### config.mk
export PLATFORM = sky130hd
export DESIGN_NAME = id_ex_stage
export DESIGN_NICKNAME = d
export VERILOG_FILES = /design/src/rtl/id_ex_stage.sv
export SDC_FILE = /design/constraint.sdc
export NUM_CORES = 1
export LEC_CHECK = 0
export ABC_AREA = 1
export ABC_CLOCK_PERIOD_IN_PS = 5000
export BUFFER_PORTS_ARGS = -buffer_cell sky130_fd_sc_hd__buf_2
export CAP_MARGIN = 20
export CELL_PAD_IN_SITES_DETAIL_PLACEMENT = 1
export CELL_PAD_IN_SITES_GLOBAL_PLACEMENT = 2
export CORE_UTILIZATION = 26
export CTS_BUF_LIST = sky130_fd_sc_hd__clkbuf_8
export DETAILED_ROUTE_END_ITERATION = 12
export PLACE_DENSITY = 0.84
export SLEW_MARGIN = 40
export SYNTH_ARGS = -nofsm -noshare
export SYNTH_HDL_FRONTEND = slang
export SYNTH_SLANG_ARGS = --single-unit
### constraint.sdc
create_clock -name clk -period 5 [get_ports clk]
set_input_delay 0.5 -clock clk [delete_from_list [all_inputs] [get_ports clk]]
set_output_delay 0.5 -clock clk [all_outputs]
set_load 0.01 [all_outputs]
### src/rtl/id_ex_stage.sv
// ---------------------------------------------------------------------------
// id_ex_stage
//
// ID/EX pipeline register in front of the 64-bit LEGv8 ALU. It captures a
// decoded instruction and its register-file operands, then presents:
//   - ALU operand A (Rn),
//   - ALU operand B (Rm/Rt or an extended immediate),
//   - the 4-bit ALU select code derived from ALUOp and the 11-bit opcode.
// Valid/ready handshakes on both sides give one instruction per cycle when
// downstream keeps up. A flush drops the held entry and any same-cycle input.
//
// Optional build macro: FWD_MUX_EN
//   Adds EX/MEM and MEM/WB forwarding inputs. These select the A source and
//   the register-side B source at capture time.
//
// Parameters
//   DATA_W     operand/result width (must match the ALU)
//   RESET_SEL  ALU_Sel value presented after reset or flush (pass-B)
//
// Ports
//   clk            in   rising-edge clock
//   rst            in   asynchronous active-high reset
//   in_valid       in   upstream presents an instruction
//   in_ready       out  stage can accept this cycle (combinational)
//   instr          in   raw 32-bit instruction word
//   rs1_data       in   register Rn value
//   rs2_data       in   register Rm/Rt value
//   alu_op         in   ALUOp from main control
//   alu_src        in   1: B from immediate, 0: B from rs2_data
//   imm_sel        in   immediate format (00 D, 01 CB, 10 I, 11 B)
//   flush          in   discard held entry and same-cycle input
//   out_valid      out  A/B/ALU_Sel hold a live instruction
//   out_ready      in   downstream accepts this cycle
//   A              out  ALU operand A
//   B              out  ALU operand B
//   ALU_Sel        out  ALU operation code
//   out_rd         out  destination register instr[4:0]
//   out_illegal    out  unknown R-type opcode captured
//   fwd_exmem_data in   (FWD_MUX_EN) EX/MEM forwarded value
//   fwd_memwb_data in   (FWD_MUX_EN) MEM/WB forwarded value
//   fwd_a_sel      in   (FWD_MUX_EN) A source select
//   fwd_b_sel      in   (FWD_MUX_EN) register-side B source select
// ---------------------------------------------------------------------------
module id_ex_stage #(
    parameter int         DATA_W    = 64,
    parameter logic [3:0] RESET_SEL = 4'b0111
) (
    input  logic              clk,
    input  logic              rst,

    input  logic              in_valid,
    output logic              in_ready,
    input  logic [31:0]       instr,
    input  logic [DATA_W-1:0] rs1_data,
    input  logic [DATA_W-1:0] rs2_data,
    input  logic [1:0]        alu_op,
    input  logic              alu_src,
    input  logic [1:0]        imm_sel,
    input  logic              flush,
`ifdef FWD_MUX_EN
    input  logic [DATA_W-1:0] fwd_exmem_data,
    input  logic [DATA_W-1:0] fwd_memwb_data,
    input  logic [1:0]        fwd_a_sel,
    input  logic [1:0]        fwd_b_sel,
`endif
    output logic              out_valid,
    input  logic              out_ready,
    output logic [DATA_W-1:0] A,
    output logic [DATA_W-1:0] B,
    output logic [3:0]        ALU_Sel,
    output logic [4:0]        out_rd,
    output logic              out_illegal
);

    // ALU operation codes
    localparam logic [3:0] SEL_AND = 4'b0000;
    localparam logic [3:0] SEL_ORR = 4'b0001;
    localparam logic [3:0] SEL_ADD = 4'b0010;
    localparam logic [3:0] SEL_SUB = 4'b0110;
    localparam logic [3:0] SEL_PSB = 4'b0111;
    localparam logic [3:0] SEL_NOR = 4'b1100;

    // R-type opcodes, instr[31:21]
    localparam logic [10:0] OPC_ADD = 11'b10001011000;
    localparam logic [10:0] OPC_SUB = 11'b11001011000;
    localparam logic [10:0] OPC_AND = 11'b10001010000;
    localparam logic [10:0] OPC_ORR = 11'b10101010000;

    // -----------------------------------------------------------------------
    // Immediate extension. Only the I-type field is unsigned.
    // -----------------------------------------------------------------------
    function automatic logic [DATA_W-1:0] imm_extend(
        input logic [31:0] ins,
        input logic [1:0]  fmt
    );
        logic [DATA_W-1:0] r;
        case (fmt)
            2'b00:   r = {{(DATA_W-9){ins[20]}},  ins[20:12]};
            2'b01:   r = {{(DATA_W-19){ins[23]}}, ins[23:5]};
            2'b10:   r = {{(DATA_W-12){1'b0}},    ins[21:10]};
            default: r = {{(DATA_W-26){ins[25]}}, ins[25:0]};
        endcase
        return r;
    endfunction

    // -----------------------------------------------------------------------
    // ALU control. Returns {illegal, sel}. Unknown R-type opcodes still
    // produce a harmless add so the ALU never sees an undefined code.
    // -----------------------------------------------------------------------
    function automatic logic [4:0] alu_decode(
        input logic [1:0]  op,
        input logic [10:0] opc
    );
        logic [4:0] r;
        case (op)
            2'b00: r = {1'b0, SEL_ADD};
            2'b01: r = {1'b0, SEL_PSB};
            2'b10: begin
                case (opc)
                    OPC_ADD: r = {1'b0, SEL_ADD};
                    OPC_SUB: r = {1'b0, SEL_SUB};
                    OPC_AND: r = {1'b0, SEL_AND};
                    OPC_ORR: r = {1'b0, SEL_ORR};
                    default: r = {1'b1, SEL_ADD};
                endcase
            end
            default: r = {1'b0, SEL_NOR};
        endcase
        return r;
    endfunction

`ifdef FWD_MUX_EN
    // EX/MEM wins when both forwarding paths are requested
    function automatic logic [DATA_W-1:0] fwd_pick(
        input logic [1:0]        sel,
        input logic [DATA_W-1:0] reg_v,
        input logic [DATA_W-1:0] exmem_v,
        input logic [DATA_W-1:0] memwb_v
    );
        logic [DATA_W-1:0] r;
        case (sel)
            2'b00:   r = reg_v;
            2'b01:   r = memwb_v;
            default: r = exmem_v;
        endcase
        return r;
    endfunction
`endif

    // -----------------------------------------------------------------------
    // State
    // -----------------------------------------------------------------------
    logic              valid_q,   valid_d;
    logic [DATA_W-1:0] a_q,       a_d;
    logic [DATA_W-1:0] b_q,       b_d;
    logic [3:0]        sel_q,     sel_d;
    logic [4:0]        rd_q,      rd_d;
    logic              illegal_q, illegal_d;

    // -----------------------------------------------------------------------
    // Capture-side datapath (combinational)
    // -----------------------------------------------------------------------
    logic              accept;
    logic [DATA_W-1:0] a_src;
    logic [DATA_W-1:0] rs2_src;
    logic [DATA_W-1:0] imm_ext;
    logic [DATA_W-1:0] b_src;
    logic [4:0]        dec;

    assign in_ready = ~valid_q | out_ready;
    // Flush takes priority over any same-cycle accept
    assign accept   = in_valid & in_ready & ~flush;

`ifdef FWD_MUX_EN
    assign a_src   = fwd_pick(fwd_a_sel, rs1_data, fwd_exmem_data, fwd_memwb_data);
    assign rs2_src = fwd_pick(fwd_b_sel, rs2_data, fwd_exmem_data, fwd_memwb_data);
`else
    assign a_src   = rs1_data;
    assign rs2_src = rs2_data;
`endif

    // Forwarding only ever replaces the register side of B, never the immediate
    assign imm_ext = imm_extend(instr, imm_sel);
    assign b_src   = alu_src ? imm_ext : rs2_src;
    assign dec     = alu_decode(alu_op, instr[31:21]);

    // -----------------------------------------------------------------------
    // Next-state logic
    // -----------------------------------------------------------------------
    always_comb begin
        valid_d   = valid_q;
        a_d       = a_q;
        b_d       = b_q;
        sel_d     = sel_q;
        rd_d      = rd_q;
        illegal_d = illegal_q;

        if (flush) begin
            valid_d = 1'b0;
            sel_d   = RESET_SEL;
        end else if (accept) begin
            valid_d   = 1'b1;
            a_d       = a_src;
            b_d       = b_src;
            sel_d     = dec[3:0];
            rd_d      = instr[4:0];
            illegal_d = dec[4];
        end else if (in_ready) begin
            // Either drained this cycle or already empty; data is left as is
            valid_d = 1'b0;
        end
    end

    // -----------------------------------------------------------------------
    // Stage register
    // -----------------------------------------------------------------------
    always_ff @(posedge clk or posedge rst) begin
        if (rst) begin
            valid_q   <= 1'b0;
            a_q       <= '0;
            b_q       <= '0;
            sel_q     <= RESET_SEL;
            rd_q      <= '0;
            illegal_q <= 1'b0;
        end else begin
            valid_q   <= valid_d;
            a_q       <= a_d;
            b_q       <= b_d;
            sel_q     <= sel_d;
            rd_q      <= rd_d;
            illegal_q <= illegal_d;
        end
    end

    assign out_valid   = valid_q;
    assign A           = a_q;
    assign B           = b_q;
    assign ALU_Sel     = sel_q;
    assign out_rd      = rd_q;
    assign out_illegal = illegal_q;

endmodule

==> results of run 1 <==
[final cells by class]
class                           count  area [um^2]
Tap cell                          324          405
Multi-Input combinational cell    570         2570
Clock inverter                     14          134
Fill cell                        3135        15800
Clock buffer                       18          248
Inverter                           77          299
Sequential cell                   139         3480
Timing Repair Buffer              316         1620
[through the flow]
step	power, uW	hold slack, ns
after CTS	3130	0.192
after floorplan	1800	0.472
final	3060	0.142
after detailed placement	2170	0.460
after global routing	3260	0.163
after global placement	2150	0.458
[how the worst max path moves through the flow]
| stage | slack [ns] | cells past startpoint | from | endpoint |
|---|---|---|---|---|
| 2_1_floorplan | 0.78 | 1 | rst | ALU_Sel[3] |
| 3_3_place_gp | 2.51 | 8 | out_ready | A[15] |
| 3_5_place_dp | 2.76 | 7 | out_ready | B[54] |
| 4_1_cts | 2.94 | 6 | out_valid | A[35] |
| 5_1_grt | 2.77 | 6 | out_valid | A[34] |
| 6_report | 2.99 | 6 | out_valid | A[35] |
[kinds of logic (layout without fill, tap and decap cells)]
group	Yosys count	after routing	synth area share (%)
and+or+nand+nor	417	417	24.9
AOI/OAI and AO/OA	153	153	14.1
DFF	139	139	53.2
buffers and inverters	124	425	7.76
[per-layer routing]
| metal | routed length, um | GRT usage, % | share of wire [%] |
|---|---|---|---|
| met1 | 10100 | 23.0 | 45 |
| met2 | 10600 | 28.9 | 47 |
| met3 | 1730 | 5.63 | 7.6 |
| met4 | 264 | 4.63 | 1.2 |
| met5 | 10 | 0 | 0.044 |
[power breakdown]
| part | switching, uW | internal (uW) | total, uW | leakage, uW |
|---|---|---|---|---|
| Combinational | 433 | 302 | 736 | 0.00314 |
| Sequential | 96.6 | 1300 | 1400 | 0.00166 |
| Clock | 510 | 417 | 927 | 0.000190 |
| Total | 1040 | 2020 | 3060 | 0.00499 |
[state kept, by name, indices dropped and copies added, names as in the netlist]
signal,count
A,64
B,64
out_rd,5
ALU_Sel,4
out_illegal,1
out_valid,1
[layout by cell type, fill, tap and decap left out]
master      synthesis  layout
nand2_2             3       2
nor2_4              1       1
nand3_1            20      19
nor2_2              1       1
dfstp_2             3       3
inv_6               0       5
nor3b_1             1       1
nand2_4             0       1
buf_12              0       1
clkinv_4            0       2
clkinv_2            0       1
a21boi_2           10      10
o211ai_1            1       1
nor3_1              3       3
buf_4               1       5
dfrtp_1           136     136
buf_2              19     309
or2_2               2       2
clkbuf_8            0      18
inv_1              73      73
a21boi_1            5       5
inv_8               0       2
nand3b_1            1       1
nand3_4             0       1
nor2_1             34      34
clkinvlp_4          0       3
inv_4               0       1
o21ai_0            39      39
nand2_1           350     350
nand3_2             1       1
inv_2               3       3
buf_6               2       1
a21boi_0           32      32
bufinv_16           0       1
a21oi_1            66      66
==> qor.txt, run 1 <==
number of buffers added for setup after CTS: 0
antenna violations before repair: 1
DR vias: 6385
period utilization: 40.1%
core box area: 0.0245 mm^2
CTS tree: built
share of layout cells above drive strength 1: 33.0%
Placement Cell Area: 0.00835 mm^2
reg2reg path depth: 6
Final ANT Viol Nets: 0
placed cells: 1425
LEAKAGE: 0.00499 uW
TritonCTS sink count: 139
EDFF count, synth: 0
1st-pass router iterations: 4
grt total ovfl: 0
Post-Syn Nets: 1003
RSZ-0062 raised after global routing: no
CP delay by family, top: buffers and inverters
synthesized flop and latch total: 139
Buffers & Inverters on Critical Path: 2
synth top area cells: dfrtp_1 (52%), nand2_1 (20%), a21oi_1 (5.0%)
antenna cells: 0
first-pass GRT wire length: 36400 um
Slew Limit Fails: 0
Max VDD drop: 168 uV
IO buf count: 309
Placer Congestion: 0.788
critical path class: reg2reg
setup_tns: 0 ns
cell taking the most area after synthesis: dfrtp_1
design area: 0.00875 mm^2
max-cap violation count: 0
most common cell type on the critical path: nand2_1
worst hold path class: in2async
chip height: 161 um
Synth Instances: 833
Worst R2R End: A[35]
chip width: 161 um
cts hold-fix bufs: 0
Starting Density: 26.7%
vias per cell: 4.38
startpoint types: flop
Final #Nets: 1291
Seq/Total Area, Yosys: 53.2%
Final min period: 2.01 ns
number of global-route vias before repair: 6717
FP Rows: 57
post-route worst setup slack: 2.99 ns
htree depth: 4
slew of the pin with the lowest slew margin: 0.727 ns
Mapped Area: 0.00654 mm^2
Fin. Hold Viols: 0
CP arrival: 2.37 ns
DP HPWL: 16200 um
Cell variety after synth: 27
worst skew pair latency: 0.44 ns
Max clock buf depth: 2
top-area cell type share of the netlist area: 52.0%
clock root buffer: clkbuf_8
synth cell count leaders: nand2_1 (350), dfrtp_1 (136), inv_1 (73)
die area: 0.0258 mm^2
Avg Synthesized Cell Area: 7.86 um^2
relative max-transition margin: 51.5%
post-CTS sizing: 0
Main synth FF type: dfrtp_1
drt wl/cell: 15.5 um
Max FO, Critical Path: 55
Peak Freq: 498 MHz
reg2reg setup slack: 2.99 ns
Clock transition at path regs: 0.10 ns
Ys Warns: 0
largest net degree at the start of global routing: 99
DR iter-0 viols: 303
Max stage delay on crit path: 0.52 ns
RR Startpoint: out_valid
area grow syn2layout: 33.8%
Setup crit end kind: flop
Num CTS Buffers: 17
fin cells: 1458
Post-Place Setup Slack: 2.76 ns
share of flip-flops with an asynchronous set or reset: 100%
Ports: 310
final setup vio count: 0
Final Skew: 0.0202 ns
Post-route DRC: 0
Required @ worst endpoint: 5.37 ns
DRT Wirelength: 22700 um
status: finished, final reports clean
Finished Core Util: 35.7%
most numerous cell in the Yosys netlist: nand2_1
power per standard cell area: 350 mW/mm^2
cells along the critical path: nand2_1, nand3_4, inv_4, buf_4, nand2_1, nand2_1
Worst path slowest cell: inv_4
All-Layer GR Usage: 17.9%
No activity file was read; power rests on OpenSTA's default activity.
==> inputs of run 2 (changes only) <==
Settings changed: ABC_CLOCK_PERIOD_IN_PS 5000 to 1640, CORE_UTILIZATION 26 to 23, PLACE_DENSITY 0.84 to 0.79.
Clock period 5 ns to 1.64 ns, I/O delays scaled along.
==> run 2 against run 1 <==
  * Hold slack worse by 0.11 ns
  * Critical path depth stayed put
  * Non-clock buffer count is 119 higher
  * Critical endpoint is now B[19]
  * Sequential cell count stayed put
  * Clock-buffer cell count is 1 lower
  * Critical path type unchanged
==> qor.txt, run 2 (same netlist as run 1, synthesis figures left out) <==
status: finished, final reports clean
CP arrival: 1.80 ns (-0.57 ns)
hold path endpoint: B[46]
1st-pass router iterations: 4 (unchanged)
Setup crit end kind: flop
Max clock buf depth: 2 (unchanged)
DP HPWL: 17700 um (+8.8%)
Tot Pwr: 9900 uW (+220%)
setup_tns: 0 ns (unchanged)
final hold slack: 0.0356 ns (-0.107 ns)
antenna cells: 0 (unchanged)
startpoint types: flop
vias per cell: 4.24 (-3.2%)
Fin. Hold Viols: 0 (unchanged)
All-Layer GR Usage: 17.6% (-0.34 points)
Slew Limit Fails: 0 (unchanged)
commonest non-fill, non-tap cell in the layout: nand2_1
Peak Freq: 685 MHz (+37%)
cells along the critical path: nand2_1, nand3_4, inv_2, buf_12, o21ai_0, o21ai_0
most frequent cells in the layout: nand2_1 (350), buf_2 (309), dfrtp_1 (136)
number of global-route vias before repair: 7284 (+8.4%)
Final #Nets: 1410 (+9.2%)
Ports: 310 (unchanged)
Worst path slowest cell: dfrtp_1
number of buffers added for setup after CTS: 0 (unchanged)
share of layout cells above drive strength 1: 31.1% (-1.9 points)
relative max-transition margin: 69.9% (+18 points)
most common cell type on the critical path: o21ai_0
Clock transition at path regs: 0.11 ns (about the same)
IO buf count: 309 (unchanged)
clock root buffer: clkbuf_8
final setup vio count: 0 (unchanged)
Max stage delay on crit path: 0.39 ns (-0.13 ns)
grt total ovfl: 0 (unchanged)
Starting Density: 23.5% (-3.2 points)
Final Skew: 0.0187 ns (-0.00155 ns)
FP Rows: 61 (+7.0%)
worst skew pair latency: 0.45 ns (about the same)
first-pass GRT wire length: 39700 um (+8.9%)
drt wl/cell: 15.6 um (+0.19%)
design area: 0.0101 mm^2 (+15%)
htree depth: 4 (unchanged)
hold path depth: 3
worst hold path class: in2reg
RR Startpoint: out_valid
critical path class: reg2reg
cts hold-fix bufs: 104 (+104)
Placement Cell Area: 0.00864 mm^2 (+3.4%)
Final ANT Viol Nets: 0 (unchanged)
Post-route DRC: 0 (unchanged)
DRT Wirelength: 25400 um (+12%)
area grow syn2layout: 54.4%
reg2reg path depth: 6 (unchanged)
slew of the pin with the lowest slew margin: 0.451 ns (-0.276 ns)
RSZ-0062 raised after global routing: no
hold path start: rs2_data[46]
Finished Core Util: 36.3% (+0.58 points)
DR vias: 6913 (+8.3%)
TritonCTS sink count: 139 (unchanged)
chip width: 171 um (+6.2%)
power per standard cell area: 980 mW/mm^2 (+180%)
LEAKAGE: 0.00554 uW (+11%)
core box area: 0.0279 mm^2 (+14%)
CTS tree: built
Placer Congestion: 0.766 (-2.7%)
antenna violations before repair: 2 (+1)
DR iter-0 viols: 308 (+1.7%)
reg2reg setup slack: 0.18 ns (-2.81 ns)
post-CTS sizing: 0 (unchanged)
max-cap violation count: 0 (unchanged)
largest net degree at the start of global routing: 82 (-17%)
die area: 0.0291 mm^2 (+13%)
Max VDD drop: 404 uV (+140%)
Required @ worst endpoint: 1.98 ns (-3.39 ns)
Num CTS Buffers: 17 (unchanged)
period utilization: 89.0% (+49 points)
Max FO, Critical Path: 44 (-20%)
Final min period: 1.46 ns (-0.547 ns)
Worst R2R End: B[19]
chip height: 171 um (+6.2%)
run 2: worst max-delay path, delay by kind of cell, from the launching register on:
kind / cells / cell delay (ns)
DFF: 1 / 0.39
AOI/OAI and AO/OA: 2 / 0.34
buffers and inverters: 2 / 0.31
and+or+nand+nor: 2 / 0.30
run 2: metal layers:
| layer | GRT usage (%) | up-vias | part of all wire [%] |
|---|---|---|---|
| li1 | - | 3397 | - |
| met1 | 21.9 | 3252 | 44 |
| met2 | 29.0 | 234 | 47 |
| met3 | 5.34 | 26 | 7.6 |
| met4 | 5.17 | 4 | 1.6 |
| met5 | 0 | - | 0.087 |
run 2: layout make-up:
cell class | count | area [um^2]
clock inverters | 15 | 190
repair buffers | 435 | 2870
clock buffers | 17 | 234
inverters | 77 | 293
fillers | 3457 | 17800
well taps | 378 | 473
flip-flops and latches | 139 | 3480
multi-input cells | 570 | 2570
run 2: worst max-delay path by stage:
stage,slack (ns),from,end,depth (start not counted)
floorplan,-0.26,rst,ALU_Sel[3],1
CTS,0.15,out_valid,B[19],6
finish,0.18,out_valid,B[19],6
detailed placement,0.09,imm_sel[0],B[28],8
global placement,0.19,imm_sel[0],B[48],8
global route,0.002,out_valid,B[19],6
run 2: where the power goes:
part | internal [uW] | total (uW) | switching [uW]
Clock | 1320 | 3090 | 1760
Combinational | 1140 | 2550 | 1420
Sequential | 3970 | 4260 | 294
Total | 6430 | 9900 | 3470
run 2: per-stage QoR:
stage               cells  setup slack, ns
CTS                  1631            0.147
global route         1631          0.00152
global placement     1495            0.194
detailed placement   1495           0.0936
finish               1631            0.181
floorplan             833           -0.257
